**src/rtl/systolic_pkg.sv**
```systemverilog
// Shared types and sizing helpers for the systolic-array host feeder.
package systolic_pkg;

    typedef enum logic [4:0] {
        ST_IDLE  = 5'b00001,
        ST_FEED  = 5'b00010,
        ST_FLUSH = 5'b00100,
        ST_DRAIN = 5'b01000,
        ST_DONE  = 5'b10000
    } feeder_state_e;

    // Consumers on the driver side: one per column, then one per row.
    function automatic int unsigned consumer_count(input int unsigned w, input int unsigned h);
        return w + h;
    endfunction

    function automatic int unsigned mac_count(input int unsigned w, input int unsigned h);
        return w * h;
    endfunction

endpackage

```
**src/rtl/systolic_feeder_counter.sv**
```systemverilog
// Up-counter with clear and a terminal flag at limit-1; wraps to zero after the terminal count.
module systolic_feeder_counter #(
    parameter int unsigned limit_p = 8,
    parameter int unsigned cnt_w_p = (limit_p > 1) ? $clog2(limit_p) : 1
) (
    input  logic               clk_i,
    input  logic               reset_n_i,
    input  logic               clear_i,
    input  logic               up_i,
    output logic [cnt_w_p-1:0] count_o,
    output logic               last_o
);

    assign last_o = (count_o == cnt_w_p'(limit_p - 1));

    always_ff @(posedge clk_i) begin
        if (!reset_n_i) begin
            count_o <= '0;
        end else if (clear_i) begin
            count_o <= '0;
        end else if (up_i) begin
            count_o <= last_o ? '0 : count_o + 1'b1;
        end
    end

endmodule

```
**src/rtl/systolic_feeder.sv**
```systemverilog
// Host-side master: streams a buffered operand set to the systolic driver, flushes it,
// then drains the H*W results into a host-readable register file.
module systolic_feeder
    import systolic_pkg::*;
#(
    parameter int unsigned width_p        = 32,
    parameter int unsigned array_width_p  = 2,
    parameter int unsigned array_height_p = 2,
    parameter int unsigned depth_p        = 2
) (
    input  logic                       clk_i,
    input  logic                       reset_n_i,
    input  logic                       en_i,
    input  logic                       wr_en_i,
    input  logic [$clog2(depth_p*(array_width_p+array_height_p))-1:0] wr_addr_i,
    input  logic [width_p-1:0]         wr_data_i,
    input  logic                       start_i,
    output logic                       busy_o,
    output logic                       done_o,
    output logic                       out_valid_o,
    input  logic                       out_ready_i,
    output logic [width_p-1:0]         out_data_o,
    output logic                       flush_o,
    input  logic                       res_valid_i,
    input  logic [width_p-1:0]         res_data_i,
    output logic                       yumi_o,
    input  logic [$clog2(array_width_p*array_height_p)-1:0] res_addr_i,
    output logic [width_p-1:0]         res_data_o
);

    localparam int unsigned cons_lp   = consumer_count(array_width_p, array_height_p);
    localparam int unsigned ops_lp    = depth_p * cons_lp;
    localparam int unsigned macs_lp   = mac_count(array_width_p, array_height_p);
    localparam int unsigned op_aw_lp  = (ops_lp > 1) ? $clog2(ops_lp) : 1;
    localparam int unsigned res_aw_lp = (macs_lp > 1) ? $clog2(macs_lp) : 1;

    feeder_state_e state, state_next;

    logic [width_p-1:0]   op_buf  [ops_lp];
    logic [width_p-1:0]   res_reg [macs_lp];
    logic [op_aw_lp-1:0]  addr;
    logic                 addr_last;
    logic [res_aw_lp-1:0] idx;
    logic                 idx_last;
    logic                 launch;
    logic                 xfer;

    assign launch      = en_i & start_i & ((state == ST_IDLE) | (state == ST_DONE));
    assign xfer        = en_i & out_ready_i & (state == ST_FEED);
    // Flush only while the driver reports ready, so it is idle when the request lands.
    assign flush_o     = en_i & out_ready_i & (state == ST_FLUSH);
    assign yumi_o      = en_i & res_valid_i & (state == ST_DRAIN);
    assign busy_o      = (state == ST_FEED) | (state == ST_FLUSH) | (state == ST_DRAIN);
    assign done_o      = (state == ST_DONE);
    assign out_valid_o = (state == ST_FEED);
    assign out_data_o  = op_buf[addr];
    assign res_data_o  = (32'(res_addr_i) < macs_lp) ? res_reg[res_addr_i] : '0;

    systolic_feeder_counter #(.limit_p(ops_lp), .cnt_w_p(op_aw_lp)) addr_cnt (
        .clk_i    (clk_i),
        .reset_n_i(reset_n_i),
        .clear_i  (launch),
        .up_i     (xfer),
        .count_o  (addr),
        .last_o   (addr_last)
    );

    systolic_feeder_counter #(.limit_p(macs_lp), .cnt_w_p(res_aw_lp)) drain_cnt (
        .clk_i    (clk_i),
        .reset_n_i(reset_n_i),
        .clear_i  (launch),
        .up_i     (yumi_o),
        .count_o  (idx),
        .last_o   (idx_last)
    );

    always_comb begin
        state_next = state;
        unique case (state)
            ST_IDLE, ST_DONE: if (launch)              state_next = ST_FEED;
            ST_FEED:          if (xfer && addr_last)   state_next = ST_FLUSH;
            ST_FLUSH:         if (flush_o)             state_next = ST_DRAIN;
            ST_DRAIN:         if (yumi_o && idx_last)  state_next = ST_DONE;
            default:                                   state_next = ST_IDLE;
        endcase
    end

    always_ff @(posedge clk_i) begin
        if (!reset_n_i) begin
            state <= ST_IDLE;
        end else if (en_i) begin
            state <= state_next;
        end
    end

    // Operand storage is deliberately left unreset; the host reloads it before use.
    always_ff @(posedge clk_i) begin
        if (en_i && wr_en_i && !busy_o && (32'(wr_addr_i) < ops_lp)) begin
            op_buf[wr_addr_i] <= wr_data_i;
        end
    end

    always_ff @(posedge clk_i) begin
        if (!reset_n_i) begin
            for (int i = 0; i < int'(macs_lp); i++) begin
                res_reg[i] <= '0;
            end
        end else if (yumi_o) begin
            res_reg[idx] <= res_data_i;
        end
    end

endmodule

```
**config.mk**
```make
export PLATFORM = sky130hd
export DESIGN_NAME = systolic_feeder
export DESIGN_NICKNAME = d
export VERILOG_FILES = /design/src/rtl/systolic_pkg.sv /design/src/rtl/systolic_feeder_counter.sv /design/src/rtl/systolic_feeder.sv
export SDC_FILE = /design/constraint.sdc
export NUM_CORES = 1
export LEC_CHECK = 0
export ABC_CLOCK_PERIOD_IN_PS = 7700
export CAP_MARGIN = 10
export CORE_AREA = 10 10 136 263
export DETAILED_ROUTE_END_ITERATION = 7
export DIE_AREA = 0 0 146 273
export PLACE_DENSITY = 0.71
export SLEW_MARGIN = 30
export SYNTH_ARGS = -nofsm -noshare
export SYNTH_HDL_FRONTEND = slang
export SYNTH_SLANG_ARGS = --single-unit
```
**constraint.sdc**
```tcl
create_clock -name clk_i -period 7.7 [get_ports clk_i]
set_input_delay 1.54 -clock clk_i [delete_from_list [all_inputs] [get_ports clk_i]]
set_output_delay 1.54 -clock clk_i [all_outputs]
set_load 0.005 [all_outputs]
```
==> results.sh, run 1 <==
export IMPL_cts_path_max_buffers=3
export IMPL_dieArea_mm2=0.0399
export IMPL_htree_levels=1
export IMPL_cts_sinks=397
export IMPL_power_leakage_nw=6.13
export IMPL_grt_setup_unrepaired="no"
export IMPL_finalClockSkew_ns=0.00948
export IMPL_drt_met1_wl_um=11300
export IMPL_cap_violations=0
export IMPL_post_route_period_util=0.641
export IMPL_period_needed_ns=4.94
export IMPL_postCtsSetupBuffers=0
export IMPL_dr_pass1_iters=5
export IMPL_cts_resized=0
export IMPL_worst_setup_path_type="flop to output pin"
export IMPL_relSlewSlack=0.354
export IMPL_antenna_found_initial=1
export IMPL_endpoint="out_data_o[14]"
export IMPL_synth_ff_type="edfxtp_1"
export IMPL_grt_first_pass_wirelength_um=48600
export IMPL_die_h_um=273
export IMPL_synth_avg_cell_area_um2=20.4
export IMPL_clock_latency_ns=0.56
export IMPL_arrival_ns=3.40
export IMPL_setup_tns_ns=0
export IMPL_max_freq_mhz=202
export IMPL_portBuffers=144
export IMPL_via_per_inst=5.48
export IMPL_fin_area_mm2=0.0189
export IMPL_ios=145
export IMPL_endpoint_kind="output pin"
export IMPL_yosysSeqAreaShare=0.741
export IMPL_maxSlewViolCount=0
export IMPL_finalSetupViolCount=0
export IMPL_top_layer="met4"
export IMPL_rr_worst_depth=5
export IMPL_area_growth_pct=18.8
export IMPL_syn_area_mm2=0.0159
export IMPL_gp_congestion=0.795
export IMPL_start_kind="flop"
export IMPL_drive_above_1_share=0.226
export IMPL_hpwl_um=19200
export IMPL_cp_max_fo=36
export IMPL_synth_edff_count=384
export IMPL_wl_met2_um=17400
export IMPL_yosysWarnings=0
export IMPL_status="completed"
export IMPL_timing_rr_start="state[3]"
export IMPL_rrSetupSlack_ns=4.34
export IMPL_vdd_drop_max_mv=0.231
export IMPL_yosysUniqueCellTypes=43
export IMPL_tightestPinTransition_ns=0.968
export IMPL_via_count=7548
export IMPL_cts_root_buffer="clkbuf_16"
export IMPL_dr_wl_met3_um=1710
export IMPL_drt_iter0_markers=489
export IMPL_die_w_um=146
export IMPL_grt_usage=0.155
export IMPL_min_path_type="flop to flop"
export IMPL_rows=92
export IMPL_synth_fp_nets=858
export IMPL_worstPathRequired_ns=6.16
export IMPL_synth_async_sr_flop_share=0
export IMPL_regToRegEndpoint="res_reg[1][7]"
export IMPL_cts_hold_buffers=0
export IMPL_dpl_cell_area_mm2=0.0179
export IMPL_ys_ff_latch=397
export IMPL_wirelength_um=31100
export IMPL_overflow=0
export IMPL_pwr_density_cell_mw_per_mm2=221
export IMPL_drtAntennaViolNets=0
export IMPL_nets=1008
export IMPL_routedWlPerCell_um=22.6
export IMPL_hold_violations=0
export IMPL_grt_max_degree=65
export IMPL_numCtsBuffers=31
export IMPL_core_area_mm2=0.0314
export IMPL_cts_tree="done"
export IMPL_syn_inst=779
export IMPL_clk_pin_slew_worst_paths_ns=0.07
export IMPL_grt_pass1_vias=8211
export IMPL_drc=0
export IMPL_largest_reg_flops=256
export IMPL_start_util=0.506
-- layer usage --
metal / vias to the layer above / track usage
li1: 3408 / -
met1: 3873 / 0.171
met2: 225 / 0.295
met3: 42 / 0.0291
met4: 0 / 0.0474
met5: - / 0
-- Yosys cell counts, types with 2 or more instances --
cell type,n,area (um^2)
a211oi_1,2,15.0
and2_1,130,813
buf_1,3,11.3
buf_2,12,60.1
buf_6,5,56.3
clkbuf_1,22,82.6
dfxtp_1,13,260
edfxtp_1,384,11500
ha_1,3,37.5
inv_1,4,15.0
mux2_2,32,360
mux2i_1,6,60.1
mux4_2,96,2160
nand2_1,8,30.0
nand2b_1,6,37.5
nand3_1,2,10.0
nand4_1,2,12.5
nor2_1,10,37.5
nor3_1,9,45.0
o211ai_1,2,15.0
o21ai_0,3,15.0
or3_1,2,12.5
or3b_1,2,17.5
xnor2_1,2,17.5
-- worst max-delay path: stages (launching register included) --
cell and delay, ns:
dfxtp_4 0.75, buf_4 0.69, mux4_2 0.60, mux2_2 0.29
clkdlybuf4s50_1 0.47
-- per-stage QoR --
step	worst slack [ns]	hold WS [ns]	utilization	power, mW	cells
after CTS	2.61	0.561	0.601	4.21	1376
after global placement	2.61	0.543	0.568	2.67	1317
final	2.76	0.566	0.601	4.17	1377
after global routing	2.48	0.590	0.601	4.31	1377
after detailed placement	2.48	0.536	0.570	2.68	1319
after floorplan	3.00	0.500	-	2.55	779
-- area by class of cell --
| cell class | count | area [um^2] |
|---|---|---|
| clock inverter | 18 | 138 |
| inverter | 5 | 18.8 |
| clock buffer | 39 | 836 |
| tap | 423 | 529 |
| fill | 2263 | 12500 |
| antenna | 1 | 2.50 |
| timing repair buffer | 159 | 1590 |
| sequential | 397 | 11800 |
| multi-input combinational | 335 | 3980 |
-- cell families after synthesis --
| family | share of synthesized area |
|---|---|
| compound gates | 0.00692 |
| flops | 0.741 |
| buf+inv | 0.0144 |
| simple gates | 0.0708 |
| mux | 0.162 |
| xor+xnor | 0.00165 |
| fa+ha+maj | 0.00236 |
-- worst min path at each step --
stage	startpoint	endpoint	slack, ns	cells after the start
after global placement	addr_cnt.count_o[1]	flop	0.54	2
after floorplan	drain_cnt.count_o[0]	drain_cnt.count_o[0]	0.50	2
after CTS	addr_cnt.count_o[2]	flop	0.56	2
after detailed placement	addr_cnt.count_o[2]	flop	0.54	2
final	addr_cnt.count_o[2]	flop	0.57	2
after global routing	addr_cnt.count_o[2]	flop	0.59	2
-- cell usage in the layout, fill, tap and decap left out, types with 4 or more instances in the layout --
master           synthesis  routed
and2_1                 130     130
buf_4                    0      14
clkbuf_1                22       5
clkbuf_16                0      31
clkdlybuf4s50_1          0     142
clkinv_1                 0       6
clkinv_2                 0       8
dfxtp_1                 13      10
edfxtp_1               384     384
inv_1                    4       4
mux2_2                  32      32
mux2i_1                  6       6
mux4_2                  96      96
nand2_1                  8       8
nand2b_1                 6       4
nor2_1                  10       4
nor2_4                   0       6
nor3_1                   9       6
nor3_2                   1       4
-- report_power, final --
group,total [mW],switching (mW),leakage (nW),internal [mW]
combinational,0.205,0.0977,1.91,0.107
sequential,2.42,0.0150,3.74,2.41
clock,1.54,0.711,0.479,0.834
Note: power is estimated with default switching activity, not from simulation.
==> run 2, diff against run 1 <==
- ABC_CLOCK_PERIOD_IN_PS: 7700 -> 4400
- PLACE_DENSITY: 0.71 -> 0.74
- clock period: 7.7 -> 4.4 ns (I/O delays scaled with it)
==> results.sh, run 2 (synthesis gave the netlist of run 1 again) <==
export IMPL_status="completed"
export IMPL_start_util=0.506
export IMPL_drtAntennaViolNets=0
export IMPL_post_route_period_util=0.838
export IMPL_core_area_mm2=0.0314
export IMPL_cp_max_fo=22
export IMPL_min_path_type="flop to flop"
export IMPL_gp_congestion=0.809
export IMPL_wirelength_um=31800
export IMPL_setup_tns_ns=0
export IMPL_cts_resized=0
export IMPL_postCtsSetupBuffers=0
export IMPL_pre_cts_ws_ns=0.816
export IMPL_maxSlewViolCount=0
export IMPL_vdd_drop_max_mv=0.391
export IMPL_grt_max_degree=65
export IMPL_cts_tree="done"
export IMPL_tightestPinTransition_ns=0.593
export IMPL_endpoint_kind="output pin"
export IMPL_numCtsBuffers=34
export IMPL_drive_above_1_share=0.229
export IMPL_relSlewSlack=0.605
export IMPL_largest_reg_flops=256
export IMPL_dr_wl_met3_um=1610
export IMPL_dieArea_mm2=0.0399
export IMPL_drt_met1_wl_um=11800
export IMPL_cts_path_max_buffers=3
export IMPL_power_leakage_nw=6.19
export IMPL_dr_pass1_iters=5
export IMPL_htree_levels=2
export IMPL_final_cell_mix="384 x edfxtp_1, 143 x clkdlybuf4s50_1, 130 x and2_1, 96 x mux4_2, 34 x clkbuf_16"
export IMPL_fin_area_mm2=0.0190
export IMPL_clock_latency_ns=0.53
export IMPL_grt_first_pass_wirelength_um=49700
export IMPL_clk_pin_slew_worst_paths_ns=0.07
export IMPL_die_w_um=146
export IMPL_antenna_found_initial=1
export IMPL_ios=145
export IMPL_hold_ws_ns=0.535
export IMPL_via_per_inst=5.52
export IMPL_cts_root_buffer="clkbuf_16"
export IMPL_drt_iter0_markers=506
export IMPL_cts_sinks=397
export IMPL_drc=0
export IMPL_top_layer="met4"
export IMPL_area_growth_pct=19.5
export IMPL_period_needed_ns=3.69
export IMPL_die_h_um=273
export IMPL_worst_setup_path_type="flop to output pin"
export IMPL_via_count=7663
export IMPL_nets=1019
export IMPL_overflow=0
export IMPL_final_util=0.605
export IMPL_wl_met2_um=17600
export IMPL_routedWlPerCell_um=22.9
export IMPL_max_freq_mhz=271
export IMPL_portBuffers=144
export IMPL_start_kind="flop"
export IMPL_grt_setup_unrepaired="no"
export IMPL_grt_usage=0.160
export IMPL_finalSetupViolCount=0
export IMPL_cap_violations=0
export IMPL_worstHoldStart="addr_cnt.count_o[2]"
export IMPL_arrival_ns=2.81
export IMPL_regToRegEndpoint="op_buf[0][14]"
export IMPL_hpwl_um=19700
export IMPL_setup_ws_ns=0.714
export IMPL_rr_worst_depth=5
export IMPL_rrSetupSlack_ns=1.95
export IMPL_dpl_cell_area_mm2=0.0180
export IMPL_finalClockSkew_ns=0.0173
export IMPL_hold_violations=0
export IMPL_timing_rr_start="state[1]"
export IMPL_final_common_cell="edfxtp_1"
export IMPL_grt_pass1_vias=8317
export IMPL_worstPathRequired_ns=3.52
export IMPL_rows=92
export IMPL_hold_depth=2
export IMPL_cts_hold_buffers=0
export IMPL_pwr_density_cell_mw_per_mm2=390
[run 2: how the worst max path moves through the flow]
stage                                end   startpoint
final                     out_data_o[30]         flop
after global placement            yumi_o         en_i
after CTS                 out_data_o[17]         flop
after floorplan            res_reg[3][0]  res_valid_i
after global routing      out_data_o[19]         flop
after detailed placement          yumi_o         en_i
[run 2: metrics by stage]
stage / total power [mW] / std cells
floorplan: 4.47 / 779
global placement: 4.68 / 1327
detailed placement: 4.69 / 1327
CTS: 7.50 / 1386
global route: 7.66 / 1387
finish: 7.40 / 1387
[run 2: final cells by class]
| cell class | instances | area (um^2) |
|---|---|---|
| tap | 423 | 529 |
| clock inverter | 18 | 156 |
| timing repair buffer | 167 | 1650 |
| antenna | 1 | 2.50 |
| sequential | 397 | 11800 |
| multi-input combinational | 335 | 3980 |
| inverter | 5 | 18.8 |
| fill | 2249 | 12400 |
| clock buffer | 41 | 877 |
[run 2: routing by layer]
layer,GRT usage,up-vias
li1,-,3430
met1,0.177,3988
met2,0.302,202
met3,0.0315,43
met4,0.0495,0
met5,0,-
[run 2: where the power goes]
group	switching [mW]	internal [mW]
registers	0.0251	4.21
clock network	1.30	1.51
logic	0.173	0.188
[run 2: worst max-delay path: stages, from the launching register on]
cell and delay [ns]:
dfxtp_4 0.64, buf_4 0.34, mux4_2 0.52, mux2_2 0.29, clkdlybuf4s50_1 0.46
==> run 3, diff against run 2 <==
- ABC_CLOCK_PERIOD_IN_PS: 4400 -> 3300
- clock period: 4.4 -> 3.3 ns (I/O delays scaled with it)
==> results.sh, run 3 (synthesis gave the netlist of run 1 again) <==
export IMPL_path_cells="buf_12 -> mux4_2 -> mux2_2 -> clkdlybuf4s50_1"
export IMPL_dieArea_mm2=0.0399
export IMPL_start_util=0.506
export IMPL_hold_violations=0
export IMPL_drtAntennaViolNets=0
export IMPL_relSlewSlack=0.619
export IMPL_tightestPinTransition_ns=0.571
export IMPL_post_route_period_util=0.977
export IMPL_htree_levels=1
export IMPL_cts_hold_buffers=0
export IMPL_place_inst=1333
export IMPL_grt_pass1_vias=8511
export IMPL_ios=145
export IMPL_clock_latency_ns=0.56
export IMPL_final_util=0.609
export IMPL_antenna_found_initial=1
export IMPL_numCtsBuffers=31
export IMPL_core_area_mm2=0.0314
export IMPL_totalPowerFinal_mw=9.53
export IMPL_clk_pin_slew_worst_paths_ns=0.07
export IMPL_maxSlewViolCount=0
export IMPL_diodes=0
export IMPL_timing_rr_start="state[3]"
export IMPL_status="completed"
export IMPL_slowest_delay_ns=0.53
export IMPL_drc=0
export IMPL_final_cells=1390
export IMPL_grt_usage=0.159
export IMPL_start_kind="flop"
export IMPL_fin_area_mm2=0.0191
export IMPL_via_count=7759
export IMPL_power_leakage_nw=6.23
export IMPL_vdd_drop_max_mv=0.518
export IMPL_cts_path_max_buffers=3
export IMPL_portBuffers=144
export IMPL_final_cell_mix="384 x edfxtp_1, 141 x clkdlybuf4s50_1, 130 x and2_1, 96 x mux4_2, 32 x mux2_2"
export IMPL_die_w_um=146
export IMPL_cts_root_buffer="clkbuf_16"
export IMPL_worstHoldStart="addr_cnt.count_o[2]"
export IMPL_pwr_density_cell_mw_per_mm2=498
export IMPL_min_path_type="flop to flop"
export IMPL_grt_setup_unrepaired="yes"
export IMPL_dpl_cell_area_mm2=0.0182
export IMPL_period_needed_ns=3.22
export IMPL_cp_max_fo=24
export IMPL_slowest_stage="mux4_2"
export IMPL_wirelength_um=31600
export IMPL_rows=92
export IMPL_crit_buf_inv=2
export IMPL_finalClockSkew_ns=0.0113
export IMPL_via_per_inst=5.58
export IMPL_finalSetupViolCount=0
export IMPL_area_growth_pct=20.4
export IMPL_overflow=0
export IMPL_cts_tree="done"
export IMPL_cts_sinks=397
export IMPL_grt_max_degree=33
export IMPL_largest_reg_flops=256
export IMPL_die_h_um=273
export IMPL_hpwl_um=20000
export IMPL_routedWlPerCell_um=22.8
export IMPL_worst_setup_path_type="flop to output pin"
export IMPL_grt_first_pass_wirelength_um=49800
export IMPL_crit_family="multiplexers"
export IMPL_drive_above_1_share=0.233
export IMPL_nets=1025
export IMPL_worstPathRequired_ns=2.64
export IMPL_max_freq_mhz=310
export IMPL_dr_pass1_iters=4
export IMPL_arrival_ns=2.56
export IMPL_gp_congestion=0.786
export IMPL_final_common_cell="edfxtp_1"
export IMPL_drt_iter0_markers=419
export IMPL_cap_violations=0
export IMPL_num_fill_cells=2183
export IMPL_endpoint_kind="output pin"
-- run 3: metrics by stage --
stage	TNS, ns	setup slack [ns]	hold WS, ns
6_report	0	0.0754	0.541
5_1_grt	-0.354	-0.0421	0.579
4_1_cts	0	0.0000950	0.548
3_5_place_dp	0	0.399	0.534
3_3_place_gp	0	0.419	0.531
2_1_floorplan	-32.97	-0.515	0.500
-- run 3: worst reg2reg max path, delay by kind of cell, from the launching register on --
| kind | cells | cell delay, ns |
|---|---|---|
| buffers and inverters | 1 | 0.24 |
| flip-flops | 1 | 0.55 |
| AND/OR/NAND/NOR | 4 | 1.23 |
-- run 3: report_power, final --
part,switching (mW),internal (mW)
clock network,1.60,1.79
logic,0.237,0.267
registers,0.0310,5.61
-- run 3: what timing repair did --
| action | CTS | global route |
|---|---|---|
| hold endpoints to repair | 0 | 0 |
| pin swaps | 0 | 0 |
| endpoints found under the setup margin | 27 | 17 |
| setup buffers | 3 | 0 |
| gates resized for setup | 4 | 0 |
-- run 3: routing by layer --
metal,wire (um),GRT usage,vias up
li1,-,-,3446
met1,11200,0.170,4024
met2,18100,0.307,235
met3,1630,0.0293,52
met4,700,0.0529,2
met5,10,0,-
-- run 3: path summary, 6_finish.rpt --
kind	to	slack [ns]	depth (start not counted)
hold reg to reg	flop	0.54	2
hold / removal	flop	0.54	2
setup / recovery	out_data_o[22]	0.08	4
setup reg to reg	res_reg[1][7]	0.94	5
-- run 3: cell type report --
class | count | area (um^2) | share of cell area
repair buffers | 176 | 1900 | 0.0994
inverters | 5 | 18.8 | 0.000980
clock inverters | 17 | 101 | 0.00529
clock buffers | 37 | 798 | 0.0417
flip-flops and latches | 397 | 11800 | 0.616
multi-input cells | 335 | 3990 | 0.209
well taps | 423 | 529 | 0.0276
==> patch 1, RTL diff (settings of run 1) <==
Change the parameter `array_width_p` from 2 to 8.
--- a/src/rtl/systolic_feeder.sv
+++ b/src/rtl/systolic_feeder.sv
@@ -5,5 +5,5 @@
 #(
     parameter int unsigned width_p        = 32,
-    parameter int unsigned array_width_p  = 2,
+    parameter int unsigned array_width_p  = 8,
     parameter int unsigned array_height_p = 2,
     parameter int unsigned depth_p        = 2
Interface: changed (resized res_addr_i and wr_addr_i); port bits go from 145 to 149. No check against the original RTL was run, so the function may have changed too.
==> patch 1 against run 1 <==
  * The flow now stops in global placement without I/O
  * Area after synthesis grew to 3.1 times the old value
  * Synthesized cell count grew to 3.4 times the old value
==> patch 1: results <==
export IMPL_netlist_top_cells_area="edfxtp_1 (71%), mux4_2 (12%), and2_1 (6.6%)"
export IMPL_synth_cell_types=53
export IMPL_synth_edf_count=1152
export IMPL_syn_nets=2698
export IMPL_synthArstFlopShare=0
export IMPL_ys_seq_area_frac=0.720
export IMPL_synthTopCellsByCount="edfxtp_1 (1152), and2_1 (512), mux4_2 (256)"
export IMPL_synthCells=2613
export IMPL_synth_ff_latch_count=1171
export IMPL_die_width_um=146
export IMPL_error="[ERROR GPL-0301] Utilization 164.215 % exceeds 100%."
export IMPL_synth_warnings=0
export IMPL_stop_stage="global placement without I/O"
export IMPL_outcome="aborted with a tool error"
[patch 1: cell count changes after synthesis, sizes merged, moves of 22 or more]
cell,run 1,this run
a211o,1,31
and2,130,512
buf,20,77
clkbuf,22,115
edfxtp,384,1152
mux2,32,126
mux2i,6,34
mux4,96,256
nor2,10,32
nor3,10,77
o22ai,0,63
[patch 1: cells by family after synthesis]
| kind of cell | synth area share |
|---|---|
| flops | 0.720 |
| simple gates | 0.0871 |
| mux | 0.155 |
| buf+inv | 0.0179 |
| compound gates | 0.0179 |
| fa+ha+maj | 0.00129 |
| xor+xnor | 0.000721 |
==> patch 2, RTL diff (settings of run 1) <==
Without the edit above. Encoding of `feeder_state_e`: now binary (3 bits for 5 states).
--- a/src/rtl/systolic_pkg.sv
+++ b/src/rtl/systolic_pkg.sv
@@ -2,10 +2,10 @@
 package systolic_pkg;
 
-    typedef enum logic [4:0] {
-        ST_IDLE  = 5'b00001,
-        ST_FEED  = 5'b00010,
-        ST_FLUSH = 5'b00100,
-        ST_DRAIN = 5'b01000,
-        ST_DONE  = 5'b10000
+    typedef enum logic [2:0] {
+        ST_IDLE  = 3'd0,
+        ST_FEED  = 3'd1,
+        ST_FLUSH = 3'd2,
+        ST_DRAIN = 3'd3,
+        ST_DONE  = 3'd4
     } feeder_state_e;
 
Formal check against the unedited RTL: no difference found for any inputs over 4 cycles, from zero or initial values and one cycle with reset_n_i low; so few cycles prove little.
==> patch 2 against run 1 <==
  * Power increased by 3.8%
  * Wire length increased by 0.99%
  * Worst setup slack got worse by 0.062 ns
  * Die area unchanged
  * Sequential cell count decreased by 2
  * Final area about the same
  * Clock power increased by 10%
  * Core utilization increased by 0.060 points
  * Area after synthesis decreased by 0.85%
  * Via count decreased by 0.93%
  * Worst hold slack got worse by 0.010 ns
  * Critical endpoint is now yumi_o
  * Largest power group unchanged
==> patch 2: results <==
export IMPL_fillers=2292
export IMPL_synth_cell_types=38
export IMPL_switching_power_uw=842
export IMPL_diodes=0
export IMPL_place_ws_ns=2.58
export IMPL_wl_um=31400
export IMPL_cp_max_fo=8
export IMPL_worstMarginPinSlew_ns=0.952
export IMPL_leakagePower_uw=0.00617
export IMPL_finalWeightedCongestion=0.758
export IMPL_cts_max_level=2
export IMPL_synth_compound_area_frac=0.00555
export IMPL_grt_pass1_wl_um=49300
export IMPL_syn_nets=843
export IMPL_outcome="finished clean"
export IMPL_fin_worst_skew_ns=0.0192
export IMPL_synthAdderAreaFrac=0.00238
export IMPL_synth_edf_count=384
export IMPL_worstPathArrival_ns=3.46
export IMPL_synth_mux_area_frac=0.163
export IMPL_clk_latency_ns=0.53
export IMPL_drtIter0Drc=429
export IMPL_clockRootBuffer="clkbuf_16"
export IMPL_cts_setup_buffers=0
export IMPL_synthArstFlopShare=0
export IMPL_ys_seq_area_frac=0.745
export IMPL_gr_usage_all_layers=0.160
export IMPL_numCtsBuffers=34
export IMPL_peakVddDrop_mv=0.237
export IMPL_netlist_top_cells_area="edfxtp_1 (73%), mux4_2 (14%), and2_1 (5.1%)"
export IMPL_dp_hpwl_um=19900
export IMPL_synthXorXnorAreaFrac=0
export IMPL_drive_above_1_share=0.226
export IMPL_nets=1000
export IMPL_synthTopCellsByCount="edfxtp_1 (384), and2_1 (129), mux4_2 (96)"
export IMPL_grt_pass1_vias=8336
export IMPL_num_vias=7478
-- patch 2: changes by cell type in the layout (fill, tap and decap cells not counted), moves of 3 or more --
cell       delta
nor2_1        +7
clkinv_2      -6
nor3_1        -6
clkbuf_16     +4
clkinv_1      +4
a21oi_1       +3
clkbuf_8      -3
inv_1         -3
-- patch 2: final cells by class --
type | instances | area, um2 | share of cell area
Sequential cell | 395 | 11800 | 0.622
Multi-Input combinational cell | 326 | 3880 | 0.205
Timing Repair Buffer | 162 | 1620 | 0.0856
Clock buffer | 42 | 902 | 0.0477
Tap cell | 423 | 529 | 0.0280
Clock inverter | 19 | 209 | 0.0111
Inverter | 2 | 7.51 | 0.000397
-- patch 2: routing by layer --
layer / wire [um] / track usage / vias up
li1: - / - / 3375
met1: 11500 / 0.175 / 3874
met2: 17700 / 0.300 / 184
met3: 1540 / 0.0351 / 43
met4: 639 / 0.0476 / 2
met5: 8 / 0 / -
-- patch 2: final timing paths --
kind	endpoint	startpoint	cells after the start	slack [ns]
worst max-delay path	yumi_o	en_i	5	2.70
worst min-delay path	register	addr_cnt.count_o[2]	2	0.56
worst max register to register	res_reg[1][2]	state[1]	5	4.65
worst min register to register	register	addr_cnt.count_o[2]	2	0.56
-- patch 2: through the flow --
stage	std cells	cell area (um2)	power [uW]	util
after global placement	1305	17700	2670	0.564
after CTS	1369	18900	4380	0.602
after detailed placement	1308	17800	2680	0.566
after floorplan	764	15800	2540	-
final	1369	18900	4330	0.602
after global routing	1369	18900	4480	0.602
-- patch 2: power groups by stage --
stage | logic (uW) | registers, uW | clock network, uW
detailed placement | 219 | 2460 | 0
CTS | 219 | 2410 | 1750
finish | 214 | 2410 | 1700
global placement | 212 | 2460 | 0
floorplan | 90.1 | 2450 | 0
global route | 231 | 2410 | 1830
-- patch 2: critical path, cell delays in order --
cell and delay [ns]:
clkdlybuf4s50_1 0.61, nand2_2 0.11, or3_1 0.56, inv_1 0.13, clkdlybuf4s50_1 0.51
-- patch 2: cell families after synthesis --
logic type                 count (synthesis)
buffers and inverters                     43
DFF                                      395
AOI/OAI and AO/OA                         13
muxes                                    133
adders and majority gates                  3
and+or+nand+nor                          177
